## config.mk

```make
export PLATFORM = sky130hd
export DESIGN_NAME = host_output_transmit
export DESIGN_NICKNAME = d
export VERILOG_FILES = /design/src/rtl/host_output_transmit_pkg.sv /design/src/rtl/host_rd_lat_pipe.sv /design/src/rtl/host_output_transmit.sv
export SDC_FILE = /design/constraint.sdc
export NUM_CORES = 1
export LEC_CHECK = 0
export CAP_MARGIN = 5
export CORE_ASPECT_RATIO = 0.5
export CORE_UTILIZATION = 44
export CTS_BUF_LIST = sky130_fd_sc_hd__clkbuf_8
export DETAILED_ROUTE_END_ITERATION = 16
export GPL_TIMING_DRIVEN = 0
export PLACE_DENSITY_LB_ADDON = 0.2
export SETUP_SLACK_MARGIN = 0.15
export SYNTH_ARGS = -nofsm -noshare
export SYNTH_HDL_FRONTEND = slang
export SYNTH_SLANG_ARGS = --single-unit
```

## constraint.sdc

```tcl
create_clock -name i_clk -period 3.7 [get_ports i_clk]
set_clock_uncertainty 0.05 [all_clocks]
set_input_delay 0.555 -clock i_clk [delete_from_list [all_inputs] [get_ports i_clk]]
set_output_delay 0.555 -clock i_clk [all_outputs]
set_load 0.05 [all_outputs]
```

## src/rtl/host_output_transmit_pkg.sv

```systemverilog
// Host-side shared constants for the host output transmit path.
// Contents:
//   - default widths/latencies for the transmit block
//   - buffer word flag encodings carried in bits [133:132]
//   - FSM state type used by host_output_transmit (also exported for debug)
package host_output_transmit_pkg;

    localparam int DEF_BUFID_W    = 9;
    localparam int DEF_LINE_W     = 4;
    localparam int DEF_DATA_W     = 134;
    localparam int DEF_RD_LAT     = 2;
    localparam int DEF_IFG_CYCLES = 3;
    localparam int DESC_W         = 13;

    localparam logic [1:0] FLAG_HEAD = 2'b01;
    localparam logic [1:0] FLAG_MID  = 2'b11;
    localparam logic [1:0] FLAG_TAIL = 2'b10;
    localparam logic [1:0] FLAG_INV  = 2'b00;

    typedef enum logic [1:0] {
        ST_IDLE    = 2'd0,
        ST_READ    = 2'd1,
        ST_GAP     = 2'd2,
        ST_RELEASE = 2'd3
    } state_t;

endpackage

```

## src/rtl/host_rd_lat_pipe.sv

```systemverilog
// Read-latency tag pipe: follows each packet RAM read through the fixed RAM
// latency so the returning word can be identified (valid + line index).
// Ports:
//   i_clk, i_rst_n   clock, async active-low reset
//   i_issue          a read is being issued this cycle
//   iv_issue_tag     tag (line index) of that read
//   i_flush          discard every read still in flight
//   o_ret_valid      RAM data on the bus this cycle belongs to a live read
//   ov_ret_tag       tag of that returning read
module host_rd_lat_pipe #(
    parameter int RD_LAT = 2,
    parameter int TAG_W  = 4
) (
    input  logic             i_clk,
    input  logic             i_rst_n,
    input  logic             i_issue,
    input  logic [TAG_W-1:0] iv_issue_tag,
    input  logic             i_flush,
    output logic             o_ret_valid,
    output logic [TAG_W-1:0] ov_ret_tag
);

    logic [RD_LAT-1:0] r_vld;
    logic [TAG_W-1:0]  r_tag [RD_LAT];

    // Valid bits are cleared by flush; tags just shift, they are only
    // meaningful alongside a set valid bit.
    always_ff @(posedge i_clk or negedge i_rst_n) begin
        if (!i_rst_n) begin
            r_vld <= '0;
            for (int i = 0; i < RD_LAT; i++) begin
                r_tag[i] <= '0;
            end
        end else begin
            if (i_flush) begin
                r_vld <= '0;
            end else begin
                r_vld[0] <= i_issue;
                for (int i = 1; i < RD_LAT; i++) begin
                    r_vld[i] <= r_vld[i-1];
                end
            end
            r_tag[0] <= iv_issue_tag;
            for (int i = 1; i < RD_LAT; i++) begin
                r_tag[i] <= r_tag[i-1];
            end
        end
    end

    assign o_ret_valid = r_vld[RD_LAT-1];
    assign ov_ret_tag  = r_tag[RD_LAT-1];

endmodule

```

## src/rtl/host_output_transmit.sv

```systemverilog
// Host output transmit: takes one descriptor, reads the packet line by line
// from the packet buffer, streams the words to the host, releases the
// buffer id, then pulses o_host_outport_free for the next descriptor.
// Ports:
//   i_clk, i_rst_n                  clock, async active-low reset
//   iv_descriptor, i_descriptor_wr  descriptor strobe from the scheduler
//   o_host_outport_free             1-cycle "ready for next descriptor"
//   ov_pkt_raddr, o_pkt_rd          packet RAM read {bufid, line}
//   iv_pkt_rdata                    RAM data, RD_LAT cycles after o_pkt_rd
//   ov_data, o_data_wr              words to the host (registered)
//   ov_pkt_bufid, o_pkt_bufid_wr    release request, held until
//   i_pkt_bufid_ack                 the buffer manager acknowledges it
//   ov_hot_state                    FSM state (IDLE/READ/GAP/RELEASE)
//   ov_debug_pkt_cnt                packets completed (wraps)
//   ov_debug_err_cnt                truncations + dropped descriptors (saturates)
// Handshake: o_pkt_bufid_wr is a level request; a transfer happens on a
// cycle where o_pkt_bufid_wr and i_pkt_bufid_ack are both high, and the
// request drops on the following cycle.
module host_output_transmit
    import host_output_transmit_pkg::*;
#(
    parameter int BUFID_W    = DEF_BUFID_W,
    parameter int LINE_W     = DEF_LINE_W,
    parameter int DATA_W     = DEF_DATA_W,
    parameter int RD_LAT     = DEF_RD_LAT,
    parameter int IFG_CYCLES = DEF_IFG_CYCLES
) (
    input  logic                      i_clk,
    input  logic                      i_rst_n,
    input  logic [DESC_W-1:0]         iv_descriptor,
    input  logic                      i_descriptor_wr,
    output logic                      o_host_outport_free,
    output logic [BUFID_W+LINE_W-1:0] ov_pkt_raddr,
    output logic                      o_pkt_rd,
    input  logic [DATA_W-1:0]         iv_pkt_rdata,
    output logic [DATA_W-1:0]         ov_data,
    output logic                      o_data_wr,
    output logic [BUFID_W-1:0]        ov_pkt_bufid,
    output logic                      o_pkt_bufid_wr,
    input  logic                      i_pkt_bufid_ack,
    output logic [1:0]                ov_hot_state,
    output logic [15:0]               ov_debug_pkt_cnt,
    output logic [15:0]               ov_debug_err_cnt
);

    localparam int GAP_W    = 8;
    localparam int GAP_LAST = (IFG_CYCLES > 0) ? IFG_CYCLES - 1 : 0;
    localparam logic [LINE_W-1:0] LINE_MAX = '1;

    state_t               r_state;
    state_t               w_next_state;
    logic [BUFID_W-1:0]   r_bufid;
    logic [LINE_W-1:0]    r_line;
    logic                 r_all_issued;
    logic [GAP_W-1:0]     r_gap_cnt;
    logic                 r_free;
    logic [DATA_W-1:0]    r_data;
    logic                 r_data_wr;
    logic [15:0]          r_pkt_cnt;
    logic [15:0]          r_err_cnt;

    logic                 w_rd;
    logic                 w_ret_valid;
    logic [LINE_W-1:0]    w_ret_line;
    logic [1:0]           w_ret_flag;
    logic                 w_last_line;
    logic                 w_done;
    logic                 w_trunc;
    logic                 w_desc_take;
    logic                 w_desc_drop;
    logic                 w_ack;
    logic [1:0]           w_err_inc;
    logic [16:0]          w_err_sum;
    logic                 w_unused_desc;

    // Only the low BUFID_W descriptor bits carry information.
    assign w_unused_desc = ^iv_descriptor[DESC_W-1:BUFID_W];

    assign w_ret_flag  = iv_pkt_rdata[DATA_W-1 -: 2];
    assign w_last_line = (w_ret_line == LINE_MAX);
    // Packet ends on a returned tail flag, or on the last addressable line
    // (which is then emitted as a forced tail).
    assign w_done      = w_ret_valid && ((w_ret_flag == FLAG_TAIL) || w_last_line);
    assign w_trunc     = w_ret_valid && (w_ret_flag != FLAG_TAIL) && w_last_line;

    // Reads stop the very cycle the end of packet comes back, and never
    // go past the last line.
    assign w_rd = (r_state == ST_READ) && !r_all_issued && !w_done;

    // The free-pulse cycle is still treated as busy for incoming descriptors.
    assign w_desc_take = i_descriptor_wr && (r_state == ST_IDLE) && !r_free;
    assign w_desc_drop = i_descriptor_wr && !w_desc_take;
    assign w_ack       = (r_state == ST_RELEASE) && i_pkt_bufid_ack;

    host_rd_lat_pipe #(
        .RD_LAT (RD_LAT),
        .TAG_W  (LINE_W)
    ) u_rd_lat_pipe (
        .i_clk        (i_clk),
        .i_rst_n      (i_rst_n),
        .i_issue      (w_rd),
        .iv_issue_tag (r_line),
        .i_flush      (w_done || (r_state != ST_READ)),
        .o_ret_valid  (w_ret_valid),
        .ov_ret_tag   (w_ret_line)
    );

    always_ff @(posedge i_clk or negedge i_rst_n) begin
        if (!i_rst_n) begin
            r_state <= ST_IDLE;
        end else begin
            r_state <= w_next_state;
        end
    end

    always_comb begin
        w_next_state = r_state;
        case (r_state)
            ST_IDLE: begin
                if (w_desc_take) w_next_state = ST_READ;
            end
            ST_READ: begin
                if (w_done) w_next_state = (IFG_CYCLES == 0) ? ST_RELEASE : ST_GAP;
            end
            ST_GAP: begin
                if (r_gap_cnt == GAP_W'(GAP_LAST)) w_next_state = ST_RELEASE;
            end
            ST_RELEASE: begin
                if (w_ack) w_next_state = ST_IDLE;
            end
            default: w_next_state = ST_IDLE;
        endcase
    end

    always_ff @(posedge i_clk or negedge i_rst_n) begin
        if (!i_rst_n) begin
            r_bufid      <= '0;
            r_line       <= '0;
            r_all_issued <= 1'b0;
            r_gap_cnt    <= '0;
            r_free       <= 1'b0;
            r_data       <= '0;
            r_data_wr    <= 1'b0;
            r_pkt_cnt    <= '0;
            r_err_cnt    <= '0;
        end else begin
            if (w_desc_take) begin
                r_bufid      <= iv_descriptor[BUFID_W-1:0];
                r_line       <= '0;
                r_all_issued <= 1'b0;
            end else if (w_rd) begin
                if (r_line == LINE_MAX) r_all_issued <= 1'b1;
                else                    r_line       <= r_line + 1'b1;
            end

            if (r_state == ST_GAP) r_gap_cnt <= r_gap_cnt + 1'b1;
            else                   r_gap_cnt <= '0;

            r_data_wr <= w_ret_valid;
            if (w_ret_valid) begin
                r_data <= w_trunc ? {FLAG_TAIL, iv_pkt_rdata[DATA_W-3:0]} : iv_pkt_rdata;
            end

            r_free <= w_ack;
            if (w_ack) r_pkt_cnt <= r_pkt_cnt + 1'b1;

            r_err_cnt <= w_err_sum[16] ? 16'hFFFF : w_err_sum[15:0];
        end
    end

    // A drop and a truncation can land on the same cycle.
    assign w_err_inc = {1'b0, w_desc_drop} + {1'b0, w_trunc};
    assign w_err_sum = {1'b0, r_err_cnt} + {15'd0, w_err_inc};

    assign o_pkt_rd            = w_rd;
    assign ov_pkt_raddr        = w_rd ? {r_bufid, r_line} : '0;
    assign ov_data             = r_data;
    assign o_data_wr           = r_data_wr;
    assign o_pkt_bufid_wr      = (r_state == ST_RELEASE);
    assign ov_pkt_bufid        = (r_state == ST_RELEASE) ? r_bufid : '0;
    assign o_host_outport_free = r_free;
    assign ov_hot_state        = r_state;
    assign ov_debug_pkt_cnt    = r_pkt_cnt;
    assign ov_debug_err_cnt    = r_err_cnt;

endmodule

```

==> impl_results.md <==
* Seq/Total Area, Yosys at a little over 60%
* Final std cells w/o fill at 1215
* Crit share post-route at between 80% and 90%
* Iteration-0 DRC count of the detailed router at 214
* Clock buffer depth at 3
* Relative slew slack at 54.07%
* Finish-stage setup viols at 0
* Slowest cell on the critical path: dfrtp_1
* Area of the die at 18990 um^2
* Area of the mapped netlist at 8103 um^2
* Pwr dens at 1012 nW/um^2
* Largest stage delay, worst path at approximately 0.43 ns
* Hold crit path type: reg -> reg
* Synth Area in Simple Gates at between 10% and 20%
* Routed Antenna Nets at 0
* Antenna violations before repair at 0
* Worst Path Arrival at 2.70 ns
* First-pass GRT wire length at 33290 um
* Hold depth at 0
* Crit path cell chain: inv_1 > ha_1 > nor2b_1 > a32o_1 > clkbuf_2 > and2_1 > clkdlybuf4s15_2
* Clock root cell: clkbuf_8
* Syn Nets at 745
* Clock sink count at 202
* Worst Setup Start Kind: register
* Area of the core at about 18000 um^2
* Crit Path Class: reg -> out
* Most common flop cell mapped by yosys: dfrtp_1
* Synth unique cells at 43
* Grt ovf at 0
* Routed vias/inst at 4.816
* Post-Synth Adder-Cell Area at between 1.5 and 2%
* Initial Util at 45.79%
* Xor/xnor cell area share of the yosys netlist at 3.243%
* Power, Total at between 0.01 and 0.015 W
* TritonCTS Buffers at 30
* # nets final at 1119
* Largest net degree at the start of global routing at about 120
* CP Max Fanout at 10
* Layout cells sized above 1 at between 8 and 9%
* Num rows at 34
* Max cap viols at 0
* Vias post-DR at between 5000 and 6000
* CTS clk-pin slew, worst paths at 0.07 ns
* Async SR Flop Fraction at 100.0%
* Synthesis-to-finish area growth at 53.52%
* CP Capture Type: output port
* Main combinational cell family by area after synthesis: multiplexers
* Hold WS at 0.3008 ns
* Leak at 5.539 nW
* Die height at 97.96 um
* H-tree Lvls at 1
* Vias in the first global route at between 6000 and 7000
* Critical path buffers and inverters at 3
* Mux cell area share after synthesis at 19.18%
* Fin crit period at 3.305 ns
* Final hold violation count at 0
* RSZ-0062 raised after global routing: no
* Post-Route WL at 20330 um
* Io pins at 345
* Total GRT Usage at 21.87%
* Outcome: finished clean
* First drt pass iteration count at 4
* Yosys warnings at 0
* Die X at 193.9 um
* Cell family with most CP delay: buffers and inverters
* Skew-Pair Late Insertion Delay at 0.54 ns
* Post-DR wirelength/cell at 16.73 um
* Port buffer count at 340
* DRC at 0
* CTS tree: yes
* FF+latch count, synth at 202
* Post-synth EDFFs at 0
* Compound-Gate Fraction of Synth Area at roughly 1.7%
* Synth Instances at 583
* Gpl congestion at about 0.75
* Placed insts at 1158
* Hpwl dp at 15210 um
* Max Clk Rate at 0.3026 GHz
* Post-CTS Setup Repair Bufs at 0
* Worst Path Required at 3.09 ns
* FF-to-FF path depth at 13
* Worst slew pin tran at 0.6865 ns
* CP Depth at 7
* # diodes at 0
* Max Slew Vio Count at 0
* Final core utilization at 70.29%
* Worst IR Drop VDD at about 0.57 mV
* Syn Area/Cell at 13.90 um^2
==> metrics by stage <==
stage               area, um^2  worst slack [ns]  setup TNS [ns]
floorplan                 8103            0.5354               0
global placement         11800            -6.353        -1279.82
detailed placement       11830           0.05335               0
CTS                      12460            0.1074               0
global route             12440            0.1977               0
finish                   12440            0.3949               0
==> cell families (layout without fill, tap and decap cells) <==
group / Yosys count / after routing
adder cells (fa/ha/maj): 11 / 11
multiplexers: 138 / 138
AND/OR/NAND/NOR: 157 / 157
XOR/XNOR: 30 / 30
flip-flops: 202 / 202
AO/OA/AOI/OAI: 18 / 18
buffers and inverters: 27 / 425
==> metal layers <==
metal / GRT usage, % / share of wire [%] / routed length (um)
met5: 0 / 0 / 0
met4: 5.189 / 1.7 / 337
met3: 5.043 / 5.6 / 1139
met2: 39.66 / 52 / 10510
met1: 26.65 / 41 / 8345
==> final cells by class <==
class                      instances  area, um^2
timing repair buffer             342        3425
multi-input combinational        354        2932
inverter                           7       26.28
sequential                       202        5055
buffer                            20       93.84
clock buffer                      39       536.8
fill                            1303        5258
clock inverter                    17       78.83
tap                              234       292.8
==> timing repair <==
action	in CTS	in global routing
gates cloned	0	0
setup endpoints to repair	10	24
resized for setup	21	18
hold endpoints to repair	82	0
hold buffers	1	0
==> flip-flops by register name, summed over array words and instances, names as in the netlist <==
name	count
r_gap_cnt	8
r_bufid	9
ov_debug_err_cnt	16
u_rd_lat_pipe.r_vld	2
u_rd_lat_pipe.ov_ret_tag	4
o_host_outport_free	1
r_all_issued	1
ov_data	134
o_data_wr	1
ov_hot_state	2
r_line	4
ov_debug_pkt_cnt	16
u_rd_lat_pipe.r_tag	4
==> cell usage after synthesis (3+ instances only) <==
library cell	number	area, um^2
a21oi_1	3	15.01
nor3_1	3	15.01
buf_2	12	60.06
nand2b_1	4	25.02
nand3_1	25	125.1
xor2_1	12	105.1
o21ai_1	3	15.01
nor2b_1	4	25.02
nand4_1	6	37.54
clkbuf_1	6	22.52
inv_1	6	22.52
mux2_1	134	1509
ha_1	10	125.1
and2_1	29	181.4
nand2_1	50	187.7
mux2i_1	3	30.03
dfrtp_1	202	5055
and4_1	5	43.79
nor2_1	12	45.04
and3_1	10	62.56
xnor2_1	18	157.7
==> worst paths after layout <==
kind                       slack [ns]                          end              startpoint
hold / removal                   0.30  u_rd_lat_pipe.ov_ret_tag[3]  u_rd_lat_pipe.r_tag[7]
setup reg to reg                 0.58          ov_debug_err_cnt[8]         ov_hot_state[0]
min in group asynchronous        0.56                   r_bufid[7]                 i_rst_n
hold reg to reg                  0.30  u_rd_lat_pipe.ov_ret_tag[3]  u_rd_lat_pipe.r_tag[7]
setup / recovery                 0.39              ov_pkt_raddr[3]         ov_hot_state[1]
max in group asynchronous        2.05                  ov_data[82]                 i_rst_n
==> placed cells by master, fill, tap and decap left out, types with 3 or more instances in the layout <==
cell type        netlist  routed
nand2_1               50      50
a21oi_1                3       3
nand3_1               25      25
dfrtp_1              202     202
and3_1                10      10
clkbuf_2               0      10
nor2b_1                4       4
mux2_1               134     134
clkdlybuf4s15_2        0       3
nand4_1                6       6
inv_1                  6      14
mux2i_1                3       3
clkbuf_8               0      39
xor2_1                12      12
nor2_1                12      12
ha_1                  10      10
clkinv_2               0       8
nand2b_1               4       4
dlymetal6s2s_1         0       4
and2_1                29      29
clkdlybuf4s50_1        0     325
nor3_1                 3       3
and4_1                 5       5
o21ai_1                3       3
buf_2                 12      12
xnor2_1               18      18
clkbuf_1               6       4
==> report_power, final <==
group	total [W]	internal [W]	switching, W
sequential	0.00372	0.00318	0.000536
combinational	0.00708	0.00247	0.00461
clock	0.00178	0.000949	0.000836
Note: power is estimated with default switching activity, not from simulation.
